`config.mk`:
```
export PLATFORM = sky130hd
export DESIGN_NAME = ir_dir_ctrl
export DESIGN_NICKNAME = d
export VERILOG_FILES = /design/src/rtl/snake_pkg.sv /design/src/rtl/dir_fifo.sv /design/src/rtl/ir_dir_ctrl.sv
export SDC_FILE = /design/constraint.sdc
export NUM_CORES = 1
export LEC_CHECK = 0
export ABC_AREA = 0
export BUFFER_PORTS_ARGS = -buffer_cell sky130_fd_sc_hd__buf_2
export CORE_ASPECT_RATIO = 0.6
export CORE_UTILIZATION = 55
export CTS_BUF_LIST = sky130_fd_sc_hd__clkbuf_4 sky130_fd_sc_hd__clkbuf_8 sky130_fd_sc_hd__clkbuf_16
export CTS_CLUSTER_SIZE = 8
export DETAILED_ROUTE_END_ITERATION = 10
export GPL_TIMING_DRIVEN = 0
export PLACE_DENSITY = 0.78
export RECOVER_POWER = 50
export SLEW_MARGIN = 20
export SYNTH_ARGS = -nofsm -noshare
export SYNTH_HDL_FRONTEND = slang
export SYNTH_HIERARCHICAL = 1
export SYNTH_SLANG_ARGS = --single-unit
```
`constraint.sdc`:
```
create_clock -name nec_clk -period 2.5 [get_ports nec_clk]
set_input_delay 0.5 -clock nec_clk [delete_from_list [all_inputs] [get_ports nec_clk]]
set_output_delay 0.5 -clock nec_clk [all_outputs]
set_load 0.02 [all_outputs]
```
`src/rtl/snake_pkg.sv`:
```
// Shared types and constants for the IR-driven snake direction path.
package snake_pkg;

    typedef enum logic [1:0] {
        DIR_UP    = 2'd0,
        DIR_DOWN  = 2'd1,
        DIR_LEFT  = 2'd2,
        DIR_RIGHT = 2'd3
    } dir_t;

    localparam logic [7:0] CMD_UP    = 8'h6A;
    localparam logic [7:0] CMD_DOWN  = 8'hEA;
    localparam logic [7:0] CMD_LEFT  = 8'h1A;
    localparam logic [7:0] CMD_RIGHT = 8'h9A;

    localparam logic [1:0] StIdle  = 2'd0;
    localparam logic [1:0] StCheck = 2'd1;
    localparam logic [1:0] StPush  = 2'd2;

    // Returns {hit, direction}; hit is 0 for any key outside the arrow set.
    function automatic logic [2:0] map_cmd(input logic [7:0] cmd);
        unique case (cmd)
            CMD_UP:    map_cmd = {1'b1, DIR_UP};
            CMD_DOWN:  map_cmd = {1'b1, DIR_DOWN};
            CMD_LEFT:  map_cmd = {1'b1, DIR_LEFT};
            CMD_RIGHT: map_cmd = {1'b1, DIR_RIGHT};
            default:   map_cmd = 3'b000;
        endcase
    endfunction

endpackage

```
`src/rtl/dir_fifo.sv`:
```
// Two-entry first-word-fall-through FIFO; pushes are judged against pre-pop occupancy.
module dir_fifo #(
    parameter int unsigned W = 2
) (
    input  logic         clk,
    input  logic         reset,
    input  logic         push,
    input  logic [W-1:0] wdata,
    input  logic         pop,
    output logic [W-1:0] rdata,
    output logic         full,
    output logic         empty
);

    logic [W-1:0] mem_q [2];
    logic         wr_ptr_q;
    logic         rd_ptr_q;
    logic [1:0]   cnt_q;
    logic         do_push;
    logic         do_pop;

    assign full    = (cnt_q == 2'd2);
    assign empty   = (cnt_q == 2'd0);
    assign do_push = push && !full;
    assign do_pop  = pop && !empty;
    assign rdata   = mem_q[rd_ptr_q];

    always_ff @(posedge clk) begin
        if (reset) begin
            mem_q[0] <= '0;
            mem_q[1] <= '0;
            wr_ptr_q <= 1'b0;
            rd_ptr_q <= 1'b0;
            cnt_q    <= 2'd0;
        end else begin
            if (do_push) begin
                mem_q[wr_ptr_q] <= wdata;
                wr_ptr_q        <= ~wr_ptr_q;
            end
            if (do_pop) begin
                rd_ptr_q <= ~rd_ptr_q;
            end
            unique case ({do_push, do_pop})
                2'b10:   cnt_q <= cnt_q + 2'd1;
                2'b01:   cnt_q <= cnt_q - 2'd1;
                default: cnt_q <= cnt_q;
            endcase
        end
    end

endmodule

```
`src/rtl/ir_dir_ctrl.sv`:
```
// NEC frame / repeat validation, arrow-key mapping, reversal filter and repeat pacing
// feeding a small direction queue for the game FSM.
module ir_dir_ctrl
    import snake_pkg::*;
#(
    parameter logic [7:0]  ADDR          = 8'h20,
    parameter int unsigned REPEAT_WINDOW = 2048,
    parameter int unsigned REPEAT_DIV    = 4,
    parameter int unsigned TW            = 11
) (
    input  logic        nec_clk,
    input  logic        reset,
    input  logic [31:0] frame,
    input  logic        frame_valid,
    input  logic        repeat_valid,
    output dir_t        dir,
    output logic        dir_valid,
    input  logic        dir_ready,
    output logic [7:0]  err_cnt,
    output logic        overflow
);

    localparam int unsigned RCW = $clog2(REPEAT_DIV) + 1;

    logic [1:0]     state_q;
    logic [31:0]    frame_q;
    dir_t           cmd_q;
    dir_t           last_dir_q;
    dir_t           last_cmd_q;
    logic           last_cmd_vld_q;
    logic [TW-1:0]  timer_q;
    logic [RCW-1:0] rep_cnt_q;
    logic [7:0]     err_cnt_q;
    logic           overflow_q;

    logic [2:0]     map;
    logic           frame_good;
    logic           good_load;
    logic           rep_accept;
    logic           rep_push;
    logic           is_rev;
    logic           fifo_push;
    logic           fifo_full;
    logic           fifo_empty;
    logic [1:0]     fifo_rdata;

    always_comb begin
        map        = map_cmd(frame_q[15:8]);
        frame_good = (frame_q[31:24] == ADDR) && (frame_q[23:16] == ~ADDR) &&
                     (frame_q[7:0] == ~frame_q[15:8]) && map[2];
        good_load  = (state_q == StCheck) && frame_good;
        // A frame in the same cycle always takes precedence over a repeat.
        rep_accept = (state_q == StIdle) && !frame_valid && repeat_valid &&
                     last_cmd_vld_q && (32'(timer_q) < REPEAT_WINDOW);
        rep_push   = rep_accept && (rep_cnt_q == RCW'(REPEAT_DIV - 1));
        is_rev     = (cmd_q == dir_t'(last_dir_q ^ 2'b01));
        fifo_push  = (state_q == StPush) && !is_rev && !fifo_full;
    end

    always_ff @(posedge nec_clk) begin
        if (reset) begin
            state_q    <= StIdle;
            frame_q    <= '0;
            cmd_q      <= DIR_UP;
            last_dir_q <= DIR_RIGHT;
            last_cmd_q <= DIR_UP;
            rep_cnt_q  <= '0;
            err_cnt_q  <= '0;
            overflow_q <= 1'b0;
        end else begin
            unique case (state_q)
                StIdle: begin
                    if (frame_valid) begin
                        frame_q <= frame;
                        state_q <= StCheck;
                    end else if (rep_accept) begin
                        if (rep_push) begin
                            rep_cnt_q <= '0;
                            cmd_q     <= last_cmd_q;
                            state_q   <= StPush;
                        end else begin
                            rep_cnt_q <= rep_cnt_q + 1'b1;
                        end
                    end
                end
                StCheck: begin
                    if (frame_good) begin
                        cmd_q      <= dir_t'(map[1:0]);
                        last_cmd_q <= dir_t'(map[1:0]);
                        rep_cnt_q  <= '0;
                        state_q    <= StPush;
                    end else begin
                        if (err_cnt_q != 8'hFF) err_cnt_q <= err_cnt_q + 8'd1;
                        state_q <= StIdle;
                    end
                end
                StPush: begin
                    if (!is_rev) begin
                        if (fifo_full) overflow_q <= 1'b1;
                        else           last_dir_q <= cmd_q;
                    end
                    state_q <= StIdle;
                end
                default: state_q <= StIdle;
            endcase
        end
    end

    // Repeat window: restarted by any accepted frame or repeat, expires after REPEAT_WINDOW.
    always_ff @(posedge nec_clk) begin
        if (reset) begin
            last_cmd_vld_q <= 1'b0;
            timer_q        <= '0;
        end else if (good_load) begin
            last_cmd_vld_q <= 1'b1;
            timer_q        <= '0;
        end else if (rep_accept) begin
            timer_q <= '0;
        end else if (last_cmd_vld_q) begin
            if (timer_q == TW'(REPEAT_WINDOW - 1)) begin
                last_cmd_vld_q <= 1'b0;
                timer_q        <= '0;
            end else begin
                timer_q <= timer_q + 1'b1;
            end
        end
    end

    dir_fifo #(
        .W (2)
    ) u_fifo (
        .clk   (nec_clk),
        .reset (reset),
        .push  (fifo_push),
        .wdata (cmd_q),
        .pop   (dir_valid && dir_ready),
        .rdata (fifo_rdata),
        .full  (fifo_full),
        .empty (fifo_empty)
    );

    assign dir       = dir_t'(fifo_rdata);
    assign dir_valid = !fifo_empty;
    assign err_cnt   = err_cnt_q;
    assign overflow  = overflow_q;

endmodule
```
=== Word level (Yosys, flattened, before mapping) ===
Memories as Yosys holds them, arrays and structs flattened. A register that Yosys moved wholly into a read port is not among the register bits.
Index checks and enable logic that the tools add are counted.

* Memories: 1
* Output and inout bits: 12
* Word-level logic and storage cells: 112
* RAM bits: 4
* Input port bits: 37
* Register bits: 68

{| class="wikitable"
|+ Memories
! name !! depth !! width !! read ports !! clocked after memory_dff !! write ports !! RTL line !! source
|-
| u_fifo.mem_q || 2 || 2 || 1 || 1 || 2 || dir_fifo.sv:15 || <nowiki>logic [W-1:0] mem_q [2];</nowiki>
|}

* Reductions and logical operators: 31
* Bitwise logic cells: 7
* Add/sub/neg operators: 5
* Equality and inequality tests: 23
* Muxes and demuxes: 32

{| class="wikitable"
|+ Operator list
! operator !! number
|-
| == test 8 bit (second input constant) || 3
|-
| two-way mux 2 bit || 9
|-
| logical AND 1 bit || 13
|-
| two-way mux 1 bit || 13
|-
| two-way mux 3 bit || 4
|-
| one-hot mux 2 bit (2 select lines) || 3
|-
| one-hot mux 3 bit (4 select lines) || 1
|-
| adder 11 x 1 -> 11 bit (second input constant) || 1
|-
| == test 11 bit (second input constant) || 1
|-
| two-way mux 11 bit || 1
|-
| != test 2 bit (second input constant) || 5
|-
| AND reduction 3 bit || 3
|-
| adder 8 x 1 -> 8 bit (second input constant) || 1
|-
| == test 8 x 5 -> 1 bit (second input constant) || 1
|-
| == test 8 x 6 -> 1 bit (second input constant) || 1
|-
| == test 8 x 7 -> 1 bit (second input constant) || 1
|-
| == test 8 bit || 1
|-
| != test 8 bit (second input constant) || 1
|-
| inverter 8 bit || 1
|-
| == test 2 bit (second input constant) || 3
|-
| != test 3 bit (second input constant) || 2
|-
| inverter 1 bit || 6
|-
| one-hot mux 3 bit (2 select lines) || 1
|-
| AND reduction 2 bit || 3
|-
| other kinds (13) || 19
|}

=== Longest topological paths before layout ===
* Depth in word-level cells: 11
* Gate-level depth with buffers: 8
* Mapped depth without buffers: 8

=== By module ===
The synthesis kept the hierarchy.

{| class="wikitable"
|+ By module, submodules not included
! module !! area an instance (µm²) !! instances !! cells an instance
|-
| ir_dir_ctrl || 2796.4 || 1 || 330
|-
| dir_fifo || 410.4 || 1 || 40
|}

=== Worst setup path before layout ===
OpenSTA, ideal clock, no wires.

* Path kind: flip-flop to flip-flop
* From: reg u_fifo.cnt_q[0]
* To: reg u_fifo.cnt_q[1]
* Required time: 2.430 ns
* Setup time: 0.070 ns
* Path slack: 0.244 ns
* Arrival: 2.186 ns
* Buffers on the path: 0
* Cell stages (with the launch flop): 8
* Cells stage by stage: dfxtp_1 -> nand2b_2 -> inv_2 -> nor4b_1 -> nand2_1 -> ha_1 -> or3_1 -> a21oi_1

* Cells in the longest elaborated chain, start to end: 6

{| class="wikitable"
|+ RTL lines
! what !! RTL line !! source
|-
| from (decl) || dir_fifo.sv:18 || <nowiki>logic [1:0] cnt_q;</nowiki>
|-
| from (signal assigned) || dir_fifo.sv:44 || <nowiki>2'b10: cnt_q <= cnt_q + 2'd1;</nowiki>
|-
| from (signal assigned) || dir_fifo.sv:45 || <nowiki>2'b01: cnt_q <= cnt_q - 2'd1;</nowiki>
|-
| from (signal assigned) || dir_fifo.sv:46 || <nowiki>default: cnt_q <= cnt_q;</nowiki>
|-
| == test 2 bit * || dir_fifo.sv:22 || <nowiki>assign full = (cnt_q == 2'd2);</nowiki>
|-
| via fifo_full || ir_dir_ctrl.sv:43 || <nowiki>logic fifo_full;</nowiki>
|-
| logical NOT 1 bit * || ir_dir_ctrl.sv:57 || <nowiki>fifo_push = (state_q == StPush) && !is_rev && !fifo_full;</nowiki>
|-
| logical AND 1 bit * || ir_dir_ctrl.sv:57 ||
|-
| via fifo_push || ir_dir_ctrl.sv:42 || <nowiki>logic fifo_push;</nowiki>
|-
| logical AND 1 bit * || dir_fifo.sv:24 || <nowiki>assign do_push = push && !full;</nowiki>
|-
| == test 2 x 1 -> 1 bit / == test 2 bit (equally long branches) || dir_fifo.sv:43 || <nowiki>unique case ({do_push, do_pop})</nowiki>
|-
| one-hot mux 2 bit (2 select lines) / nonzero test 2 bit (equally long branches) || - ||
|}

Mark *: on every way through the listed nets, which the timed path passes. The rest lies on a longest branch.
A chain may end at the register's enable or synchronous reset.

=== Worst setup path after layout ===
* From: reg frame_q[11]
* To: reg err_cnt_q[2], in the netlist err_cnt[2]

* Cells in the longest elaborated chain, start to end: 6

{| class="wikitable"
|+ RTL lines
! what !! RTL line !! source
|-
| from (decl) || ir_dir_ctrl.sv:26 || <nowiki>logic [31:0] frame_q;</nowiki>
|-
| from (signal assigned) || ir_dir_ctrl.sv:74 || <nowiki>frame_q <= frame;</nowiki>
|-
| branches (longest 3 deep; another with == test 8 bit) || - ||
|-
| logical AND 1 bit * || ir_dir_ctrl.sv:50 || <nowiki>(frame_q[7:0] == ~frame_q[15:8]) && map[2];</nowiki>
|-
| inverter 1 bit (no line) * || - ||
|-
| AND reduction 3 bit (no line) * || - ||
|-
| to (signal assigned) || ir_dir_ctrl.sv:93 || <nowiki>if (err_cnt_q != 8'hFF) err_cnt_q <= err_cnt_q + 8'd1;</nowiki>
|-
| to (decl) || ir_dir_ctrl.sv:33 || <nowiki>logic [7:0] err_cnt_q;</nowiki>
|}

Every way passes the cells marked *.

==> results.md <==
* Die ar. at 6150 sq um
* DR pass1 iterations at 4
* Multi-input gate area at ~1600 sq um
* Initial antenna violation count at 0
* Sw Share at 0.219
* Maximum vdd ir drop at between 0.3 and 0.4 mV
* Via/cell ratio at ~5.3
* Largest net degree at the start of global routing at 13
* Total track usage at 0.242
* Setup crit end kind: flip-flop
* Final net count at 470
* Leak at 1.44 nW
* Hold path cells at 3
* R2R cell count at 5
* Async set-or-reset flop fraction in the synthesized netlist at 0
* Reg2Reg Launch Point: frame_q[11]
* WS Path Type: reg2reg
* CTS buffer count at 9
* Post-DR wirelength/cell at roughly 13 microns
* Synth-to-layout area growth at 17.2%
* Fmax at between 0.4 and 0.5 GHz
* Global-route wire length before repair at between 10000 and 15000 microns
* Clock network fraction of design power at 0.424
* Slew Limit Fails at 0
* Commonest non-fill, non-tap cells in the layout: nand2_1 (75), dfxtp_1 (69), a21oi_1 (41), buf_2 (35), nor2_1 (30)
* Die X at approximately 100 microns
* Worst skew pair latency at between 0.3 and 0.4 ns
* HP Class: in2reg
* Root Buffer: clkbuf_8
* CTS tree: built
* # port buffers at 48
* P_int at 1.90 mW
* Synthesized cell area at 3210 sq um
* Post-route ant nets at 0
* Final hold vios at 0
* Sequential-to-total area share from yosys stat at 0.468
* Adder-Cell Fraction of Synth Area at 0.0156
* Starting density of the core at 0.573
* Fillers at just under 500
* Hold EP: frame_q[18]
* RSZ-0062 raised after global routing: no
* Pwr/cell area at 647 nW/um^2
* Primary FF master, synth: dfxtp_1
* #FFs+latches synth at between 70 and 80
* Largest family of logic cells by synthesized area: simple AND/OR/NAND/NOR gates
* Routed vias at around 2700
* DRC viols at 0
* Ranking of synthesized cells by area: dfxtp_1 (43%), nand2_1 (8.8%), a21oi_1 (6.4%), edfxtp_1 (3.7%), nor2_1 (3.5%)
* Clock slew at reported path FFs at about 0.080 ns
* Top Ports at just under 50
* CTS sink cnt at 73
* Slack of the worst reg-to-reg path at between 0.2 and 0.25 ns
* Pre-CTS WS at -0.0379 ns
* Share of the synthesized area in the top cell type at 0.431
* Yosys warns at 6
* WL final at 6750 microns
* Combinational Power Share at 0.068
* Compound-cell area share of the yosys netlist at 0.129
* Hold Crit Start: frame[18]
* Syn_area_per_cell at ~8.7 sq um
* CP required at around 2.7 ns
* Final Cycle Share at 0.912
* GRT Residual Overflow at 0
* EDFF count, synth at 4
* Status: complete, no violations
* Initial DRC count at 121
* Fraction of the mapped netlist area in simple logic gates at 0.271
* Post-Syn Instances at 370
* Number of global-route vias before repair at ~2400
* Core Region at between 5000 and 6000 sq um
* Seq pwr share at 0.507
* Gpl congestion at between 0.8 and 0.9
* Final Worst Setup Slack at 0.219 ns
* Final HPWL DP at 4990 microns
* Mux cell area share after synthesis at 0.0297
* Clock Path Buffers at 2
* RR Endpoint: err_cnt[2]
* # setup viols final at 0
* N_diodes at 0
* CP Launch Type: flip-flop
* Syn Nets at a little over 400
* Max-Cap Viols at 0
* Post-layout util at 0.671
* XOR/XNOR Fraction of Synth Area at 0.0574
* # rows at 21
* Cell variety after synth at 60
* Postcts setup bufs at 0
* Most common cell after layout, fill and taps aside: nand2_1
* Arr. time, crit path at between 2 and 3 ns
* Register Area at 1500 sq um
* Layout Skew at 0.00991 ns
* CP max FO at 5
* Die height at 61.1 microns
* Net Sw Power at 532 uW
* Slew HR at 0.484
* Layout cells sized above 1 at 0.154
* Post-route design area at around 3800 sq um
* CTS Hold Bufs at 0
* Largest area contributor in the netlist: dfxtp_1
* H-tree levels at 3
* Placed Instance Area at about 3500 sq um
* Worst Tran Pin Value at 0.764 ns
* Fin crit period at about 2.3 ns
-- logic make-up after synthesis --
logic type,after synthesis
and+or+nand+nor,173
DFF,73
AOI/OAI and AO/OA,68
buffers and inverters,23
xor gates and xnor gates,21
muxes,8
adders and majority gates,4
-- worst max-delay path by stage --
stage                      end  slack [ns]             from
2_1_floorplan  u_fifo/cnt_q[1]        0.24  u_fifo/cnt_q[0]
3_3_place_gp   u_fifo/cnt_q[1]        0.06  u_fifo/cnt_q[0]
3_5_place_dp   u_fifo/cnt_q[1]       -0.04  u_fifo/cnt_q[0]
4_1_cts        u_fifo/cnt_q[1]        0.27  u_fifo/cnt_q[0]
5_1_grt        u_fifo/cnt_q[1]        0.08  u_fifo/cnt_q[0]
6_report            err_cnt[2]        0.22      frame_q[11]
-- sequential cells by signal, summed over array words and instances (netlist names), named ones only --
| name | count |
|---|---|
| frame_q | 32 |
| u_fifo/mem_q | 4 |
| rep_cnt_q | 3 |
| u_fifo/rd_ptr_q | 1 |
| overflow | 1 |
| cmd_q | 2 |
| state_q | 2 |
| last_dir_q | 2 |
| u_fifo/cnt_q | 2 |
| err_cnt | 8 |
| last_cmd_vld_q | 1 |
| last_cmd_q | 2 |
| timer_q | 11 |
| u_fifo/wr_ptr_q | 1 |
-- worst max-delay path, cell delays in order (launching register included) --
cell      delay (ns)
dfxtp_1         0.36
nor4bb_1        0.69
o21a_1          0.29
nand4_1         0.26
and3_1          0.29
mux2_4          0.29
-- metal layers --
layer  global-route usage  up-vias  wire length (microns)
li1                     -     1403                      -
met1                0.335     1250                   3470
met2                0.361       70                   2810
met3               0.0851        5                    405
met4               0.0683        0                     55
met5                    0        -                      0
-- synth_stat cells, drive strengths merged (2+ instances only) --
cell     instances
a21oi           41
a221oi           2
a311oi           2
a31o             2
and3             3
and3b            2
and4             2
buf              3
clkbuf          12
dfxtp           69
edfxtp           4
ha               4
inv              7
mux2             6
mux2i            2
nand2           76
nand2b           7
nand3            9
nand4            8
nand4b           2
nand4bb          2
nor2            31
nor2b            9
nor3             5
nor4             3
nor4b            2
o21a             3
o21ai            5
o31ai            3
or2              2
or3              4
or4              3
xnor2           12
xor2             9
-- layout make-up --
cell class | instances | area share
Multi-Input combinational cell | 274 | 0.429
Clock buffer | 13 | 0.0426
Inverter | 8 | 0.00799
Timing Repair Buffer | 48 | 0.0596
Clock inverter | 3 | 0.0173
Buffer | 15 | 0.0170
Tap cell | 80 | 0.0266
Sequential cell | 73 | 0.400
-- power groups by stage --
stage	combinational [mW]	sequential (mW)	clock, mW
after floorplan	0.106	1.25	0
after global placement	0.163	1.26	0
after detailed placement	0.168	1.26	0
after CTS	0.169	1.23	1.06
after global routing	0.188	1.24	1.11
final	0.166	1.23	1.03
-- stage by stage --
step | TNS (ns) | power, mW | instances | hold WS [ns]
floorplan | 0 | 1.36 | 370 | 0.431
global placement | 0 | 1.42 | 498 | 0.432
detailed placement | -0.0379 | 1.43 | 498 | 0.448
CTS | 0 | 2.46 | 514 | 0.361
global route | 0 | 2.54 | 514 | 0.372
finish | 0 | 2.43 | 514 | 0.380
-- what timing repair did --
item / 4_1_cts / 5_1_grt
resized for setup: 1 / 0
setup endpoints to repair: 1 / 0
endpoints found under the hold margin: 0 / 0
No activity file was read; power rests on OpenSTA's default activity.
